===== src/rtl/pipe_trace_monitor_if.sv =====
// Retirement trace input and readout handshake between a pipeline and its trace monitor.
interface pipe_trace_monitor_if;
  logic        wb_valid;
  logic [31:0] wb_pc;
  logic [31:0] wb_instr;
  logic        wb_bubble;
  logic        if_flush;
  logic        rd_ready;
  logic        rd_valid;
  logic [31:0] rd_pc;
  logic [31:0] rd_instr;

  modport master (
    output wb_valid, wb_pc, wb_instr, wb_bubble, if_flush, rd_ready,
    input  rd_valid, rd_pc, rd_instr
  );

  modport slave (
    input  wb_valid, wb_pc, wb_instr, wb_bubble, if_flush, rd_ready,
    output rd_valid, rd_pc, rd_instr
  );
endinterface


===== src/rtl/pipe_trace_monitor.sv =====
// Pipeline trace monitor: captures retired {pc, instr} into a circular buffer,
// optionally stops a fixed number of entries after a PC trigger, drains the
// frozen buffer oldest-first, and keeps saturating pipeline event counters.
module pipe_trace_monitor #(
  parameter int unsigned DEPTH     = 16,
  parameter int unsigned POST_TRIG = 4,
  parameter int unsigned CNT_W     = 32
) (
  input  logic                 clock,
  input  logic                 reset,
  input  logic                 clear,
  input  logic                 enable,
  input  logic                 mode,
  input  logic [31:0]          trig_pc,
  input  logic [3:0]           count_sel,
  output logic [1:0]           state,
  output logic [CNT_W-1:0]     count_out,
  output logic                 overflow,
  pipe_trace_monitor_if.slave  bus
);

  localparam int unsigned AW      = $clog2(DEPTH);
  localparam int unsigned NUM_CNT = 9;
  localparam logic [AW:0]   OCC_FULL  = (AW+1)'(DEPTH);
  localparam logic [AW-1:0] POST_INIT = AW'(POST_TRIG);

  typedef enum logic [1:0] {
    IDLE   = 2'd0,
    ARMED  = 2'd1,
    POST   = 2'd2,
    FROZEN = 2'd3
  } state_t;

  state_t             state_q, state_d;
  logic [AW-1:0]      wr_ptr, rd_ptr, post_cnt;
  logic [AW:0]        occ;
  logic               overflow_q;
  logic               capture, pop, post_load, post_dec;
  logic [NUM_CNT-1:0] inc;
  logic [CNT_W-1:0]   cnt [NUM_CNT];
  logic [31:0]        mem_pc    [DEPTH];
  logic [31:0]        mem_instr [DEPTH];
  logic [6:0]         opcode;

  assign opcode = bus.wb_instr[6:0];

  // Next-state and per-cycle capture/pop decisions
  always_comb begin
    state_d   = state_q;
    capture   = 1'b0;
    pop       = 1'b0;
    post_load = 1'b0;
    post_dec  = 1'b0;
    case (state_q)
      IDLE: begin
        if (enable && occ == '0) state_d = ARMED;
      end
      ARMED: begin
        if (!enable) begin
          state_d = FROZEN;
        end else if (bus.wb_valid) begin
          capture = 1'b1;
          if (mode && bus.wb_pc == trig_pc) begin
            post_load = 1'b1;
            state_d   = (POST_TRIG == 0) ? FROZEN : POST;
          end
        end
      end
      POST: begin
        if (!enable) begin
          state_d = FROZEN;
        end else if (bus.wb_valid) begin
          capture  = 1'b1;
          post_dec = 1'b1;
          if (post_cnt == AW'(1)) state_d = FROZEN;
        end
      end
      FROZEN: begin
        if (occ == '0) state_d = IDLE;
        else           pop     = bus.rd_ready;
      end
      default: state_d = IDLE;
    endcase
  end

  // Counter increment requests, only while capturing
  always_comb begin
    inc = '0;
    if (state_q == ARMED || state_q == POST) begin
      inc[0] = 1'b1;
      inc[1] = bus.wb_valid;
      inc[2] = bus.wb_valid && opcode == 7'b0000011;
      inc[3] = bus.wb_valid && opcode == 7'b0100011;
      inc[4] = bus.wb_valid && opcode == 7'b1100011;
      inc[5] = bus.wb_valid && opcode == 7'b0110011;
      inc[6] = bus.wb_valid && opcode == 7'b0010011;
      inc[7] = bus.wb_bubble;
      inc[8] = bus.if_flush;
    end
  end

  // Control state, pointers, occupancy, overflow and counters
  always_ff @(posedge clock or negedge reset) begin
    if (!reset) begin
      state_q    <= IDLE;
      wr_ptr     <= '0;
      rd_ptr     <= '0;
      occ        <= '0;
      post_cnt   <= '0;
      overflow_q <= 1'b0;
      for (int unsigned i = 0; i < NUM_CNT; i++) cnt[i] <= '0;
    end else if (clear) begin
      state_q    <= IDLE;
      wr_ptr     <= '0;
      rd_ptr     <= '0;
      occ        <= '0;
      post_cnt   <= '0;
      overflow_q <= 1'b0;
      for (int unsigned i = 0; i < NUM_CNT; i++) cnt[i] <= '0;
    end else begin
      state_q <= state_d;
      if (post_load)     post_cnt <= POST_INIT;
      else if (post_dec) post_cnt <= post_cnt - 1'b1;
      // A full buffer drops its oldest entry so occupancy never exceeds DEPTH
      if (capture) begin
        wr_ptr <= wr_ptr + 1'b1;
        if (occ == OCC_FULL) begin
          rd_ptr     <= rd_ptr + 1'b1;
          overflow_q <= 1'b1;
        end else begin
          occ <= occ + 1'b1;
        end
      end else if (pop) begin
        rd_ptr <= rd_ptr + 1'b1;
        occ    <= occ - 1'b1;
      end
      for (int unsigned i = 0; i < NUM_CNT; i++)
        if (inc[i] && cnt[i] != '1) cnt[i] <= cnt[i] + 1'b1;
    end
  end

  // Trace storage, not reset
  always_ff @(posedge clock) begin
    if (capture && !clear) begin
      mem_pc[wr_ptr]    <= bus.wb_pc;
      mem_instr[wr_ptr] <= bus.wb_instr;
    end
  end

  // Counter readout mux; unused selects read zero
  always_comb begin
    count_out = '0;
    if (int'(count_sel) < NUM_CNT) count_out = cnt[count_sel];
  end

  assign bus.rd_valid = (state_q == FROZEN) && (occ != '0);
  assign bus.rd_pc    = mem_pc[rd_ptr];
  assign bus.rd_instr = mem_instr[rd_ptr];
  assign state        = state_q;
  assign overflow     = overflow_q;

endmodule


===== src/flat_wrapper.sv =====
// flat-port wrapper written by rule: the top's interface ports become plain ports
module pipe_trace_monitor_flat 
#(
  parameter int unsigned DEPTH     = 16,
  parameter int unsigned POST_TRIG = 4,
  parameter int unsigned CNT_W     = 32
)
  (clock, reset, clear, enable, mode, trig_pc, count_sel, state, count_out, overflow, bus_wb_valid, bus_wb_pc, bus_wb_instr, bus_wb_bubble, bus_if_flush, bus_rd_ready, bus_rd_valid, bus_rd_pc, bus_rd_instr);
  pipe_trace_monitor_if bus_i ();
  input  logic clock;
  input  logic reset;
  input  logic clear;
  input  logic enable;
  input  logic mode;
  input  logic [31:0] trig_pc;
  input  logic [3:0] count_sel;
  output logic [1:0] state;
  output logic [CNT_W-1:0] count_out;
  output logic overflow;
  input wire logic [$bits(bus_i.wb_valid)-1:0] bus_wb_valid;
  input wire logic [$bits(bus_i.wb_pc)-1:0] bus_wb_pc;
  input wire logic [$bits(bus_i.wb_instr)-1:0] bus_wb_instr;
  input wire logic [$bits(bus_i.wb_bubble)-1:0] bus_wb_bubble;
  input wire logic [$bits(bus_i.if_flush)-1:0] bus_if_flush;
  input wire logic [$bits(bus_i.rd_ready)-1:0] bus_rd_ready;
  output wire logic [$bits(bus_i.rd_valid)-1:0] bus_rd_valid;
  output wire logic [$bits(bus_i.rd_pc)-1:0] bus_rd_pc;
  output wire logic [$bits(bus_i.rd_instr)-1:0] bus_rd_instr;
  assign bus_i.wb_valid = bus_wb_valid;
  assign bus_i.wb_pc = bus_wb_pc;
  assign bus_i.wb_instr = bus_wb_instr;
  assign bus_i.wb_bubble = bus_wb_bubble;
  assign bus_i.if_flush = bus_if_flush;
  assign bus_i.rd_ready = bus_rd_ready;
  assign bus_rd_valid = bus_i.rd_valid;
  assign bus_rd_pc = bus_i.rd_pc;
  assign bus_rd_instr = bus_i.rd_instr;
  pipe_trace_monitor #(.DEPTH(DEPTH), .POST_TRIG(POST_TRIG), .CNT_W(CNT_W)) u_core (.clock(clock), .reset(reset), .clear(clear), .enable(enable), .mode(mode), .trig_pc(trig_pc), .count_sel(count_sel), .state(state), .count_out(count_out), .overflow(overflow), .bus(bus_i));
endmodule

===== config.mk =====
export PLATFORM = sky130hd
export DESIGN_NAME = pipe_trace_monitor_flat
export DESIGN_NICKNAME = d
export VERILOG_FILES = /design/src/rtl/pipe_trace_monitor_if.sv /design/src/rtl/pipe_trace_monitor.sv /design/src/flat_wrapper.sv
export SDC_FILE = /design/constraint.sdc
export NUM_CORES = 2
export LEC_CHECK = 0
export BUFFER_PORTS_ARGS = -buffer_cell sky130_fd_sc_hd__buf_2
export CORE_MARGIN = 8
export CORE_UTILIZATION = 43
export CTS_BUF_LIST = sky130_fd_sc_hd__clkbuf_16
export CTS_CLUSTER_SIZE = 8
export DETAILED_ROUTE_END_ITERATION = 8
export HOLD_SLACK_MARGIN = 0.08
export PLACE_DENSITY = 0.67
export SLEW_MARGIN = 20
export SYNTH_ARGS = -nofsm -noshare
export SYNTH_HDL_FRONTEND = slang
export SYNTH_SLANG_ARGS = --single-unit

===== constraint.sdc =====
create_clock -name clock -period 9.6 [get_ports clock]
set_clock_uncertainty 0.1 [all_clocks]
set_input_delay 1.92 -clock clock [delete_from_list [all_inputs] [get_ports clock]]
set_output_delay 1.92 -clock clock [all_outputs]
set_load 0.01 [all_outputs]

==> out/metrics.cfg <==
[outcome]
outcome=finished, final reports clean

[yosys]
synthFlopType=edfxtp_1
yosys_warnings=0
synth-compound-area-share_pct=5.188
yosys.area.top_type=edfxtp_1
synthMuxAreaShare_pct=12.76
synth_area_leaders=edfxtp_1 (53%), dfrtp_1 (13%), mux4_2 (7.5%)
syn-num-nets=4117
yosys.area_share.simple_pct=9.978
netlist.area_leader.share_pct=52.77
yosys-top-cells-count=edfxtp_1 (1024), dfrtp_1 (308), nor2_1 (304)
avgSynthCellArea_sq_um=14.63
synth-seq-cells=1332
ys_async_sr_fraction_pct=23.12
synth_top_family_by_area=multiplexers
netlist_instances=3984
ys_types=73
seq_area_frac_synth_pct=66.00
synth-xor-area-share_pct=4.028
syn_area_sq_um=58270
synth-edff-count=1024
yosysMostFrequentCell=edfxtp_1
synth_fa_ha_area_share_pct=0.5282

[critical_path]
worstPathRequired_ns=7.58
cp.arrival_ns=4.86
slowest_delay_ns=0.84
worstSetupStartpointType=flop
slowest_stage=buf_4
crit_type=reg -> out
critPathBufInv=5
cp_cell_sequence=buf_4 > buf_4 > inv_1 > nand2_1 > buf_4 > o21ai_0 > a21oi_1 > o21ai_0 > nand2_1 > buf_2
path_common_cell=buf_4
critical-path-top-delay-family=buffers and inverters
worstPathMaxFanout=55
end_kind=output port

[power]
power.density_nw_per_um2=208.7
p_leak_nw=23.00
worst_ir_drop_vdd_mv=0.1626

[floorplanning]
die_width_microns=384.1
num_rows=135
die_y_microns=384.1
fp.dieArea_sq_um=147500
ioPinCount=209
coreArea_sq_um=135000
initial_core_util_pct=43.18

[timing]
period_share_pct=71.64
drv_slew=0
tightest_slew_ns=1.112
finalHoldViolations=0
period_needed_ns=6.878
fmax_mhz=145.4
maxSlewHeadroom_pct=25.84
fin_hold_ws_ns=0.4311
rsz0062_at_grt=no
setup_violations=0
tns_ns=0

[run]
timing.max_cap.violations=0

[route]
ant_nets=0
num_vias=36160
via_per_inst=5.953
drtPass1Iterations=5
drc=0
wl_microns=158200
wire_per_inst_microns=26.05
drt_iter0_drc=3907

[global_routing]
antenna_found_initial=22
grt_pass1_vias=35970
track_usage_pct=21.07
grt_max_degree=136
gr-total-overflow=0
grt_first_pass_wirelength_microns=234900

[clocking]
cts_resized=0
post_cts_buffers=0
clk_latency_ns=0.80
cts_inserted_buffers=185
cts_max_path_buffers=3
htreeDepth=4
ctsRootBufferMaster=clkbuf_16
clk_pin_slew_ns=0.05
cts_tree=done
clkSinkCount=1332
hold_buffers=0

[finish]
fin_nets=4371
final_util_pct=49.34
regArea_sq_um=38470
drive_above_1_share_pct=17.98
area_growth_pct=14.29
final_cell_count_no_fill=6074
n_fill_cell=11300
multi_input_area_sq_um=19080

[placed_design]
dpl.cell_count=5831
place.gp.congestion=0.9746
port_buffers=208
place_hpwl_microns=96670

[hold_path]
hold_class=reg -> reg

==> power breakdown <==
group / total, mW / leakage (nW) / internal, mW / switching (mW)
Clock: 5.84 / 2.62 / 3.46 / 2.37
Combinational: 1.68 / 6.89 / 0.704 / 0.981
Sequential: 6.38 / 13.5 / 6.28 / 0.0952
Total: 13.9 / 23.0 / 10.4 / 3.45
==> final timing paths <==
path / cells past startpoint / slack, ns / to / start
setup / recovery: 10 / 2.72 / bus_rd_instr[1] / u_core.rd_ptr[1]
hold / removal: 2 / 0.43 / u_core.occ[2] / u_core.occ[2]
setup reg to reg: 9 / 4.71 / u_core.mem_pc[7][21] / u_core.state[1]
hold reg to reg: 2 / 0.43 / u_core.occ[2] / u_core.occ[2]
max in group asynchronous: 2 / 6.65 / u_core.cnt[277] / reset
min in group asynchronous: 1 / 1.08 / u_core.cnt[59] / reset
==> cells in the final DEF (no fill, tap or decap), types with 20 or more instances in the layout <==
cell type / Yosys / layout
edfxtp_1: 1024 / 1024
dfrtp_1: 308 / 304
nor2_1: 304 / 292
nand2_1: 241 / 240
mux2i_1: 232 / 232
o21ai_0: 207 / 207
buf_2: 20 / 205
mux4_2: 193 / 193
clkbuf_16: 0 / 186
xnor2_1: 144 / 144
nand3_1: 137 / 137
xor2_1: 124 / 124
a21oi_1: 116 / 116
nand4_1: 103 / 103
nor3_1: 79 / 75
inv_1: 34 / 68
mux2_2: 68 / 68
a22oi_1: 65 / 65
a221oi_1: 64 / 64
buf_4: 0 / 50
and3_1: 47 / 47
or3_1: 43 / 43
nor4_1: 41 / 40
and4_1: 33 / 33
ha_1: 23 / 23
and2_1: 21 / 20
==> per-layer routing <==
layer / up-vias / part of all wire (%) / global-route usage (%)
li1: 15880 / - / -
met1: 18420 / 41 / 28.41
met2: 1544 / 47 / 33.40
met3: 305 / 9.2 / 5.404
met4: 14 / 3.2 / 7.069
met5: - / 0.055 / 0
==> cells by family after synthesis <==
group	Yosys count
AND/OR/NAND/NOR	1142
buffers and inverters	229
XOR/XNOR	268
adder cells (fa/ha/maj)	24
flip-flops	1332
AO/OA/AOI/OAI	496
multiplexers	493
==> state kept, by name, indices dropped and copies added, names as in the netlist <==
signal,flops
u_core.post_cnt,4
u_core.occ,5
u_core.mem_instr,512
u_core.state,2
u_core.overflow,1
u_core.wr_ptr,4
u_core.cnt,288
u_core.mem_pc,512
u_core.rd_ptr,4
==> worst reg2reg max path, cell delays in order (launching register included) <==
cell and delay, ns:
dfrtp_1 0.44, inv_1 0.09, ha_1 0.28, buf_4 0.34, and3_1 0.44, clkinv_1 0.44
nor2_1 0.36, nand2_1 0.30, nor2_4 0.87, buf_4 0.78
==> per-stage QoR <==
step,cell area [sq um],worst slack (ns),total power [mW]
after floorplan,58270,1.666,7.566
after global placement,61390,3.419,8.164
after detailed placement,61390,3.376,8.178
after CTS,66540,2.593,14.03
after global routing,66580,2.363,14.37
final,66590,2.722,13.90
==> final cells by class <==
cell class,count,share of cell area (%)
Antenna cell,6,0.02255
Tap cell,1781,3.346
Clock inverter,50,0.7421
Sequential cell,1332,57.77
Inverter,35,0.1973
Clock buffer,186,6.989
Multi-Input combinational cell,2423,28.65
Timing Repair Buffer,261,2.281
(Power assumes the default switching activity.)
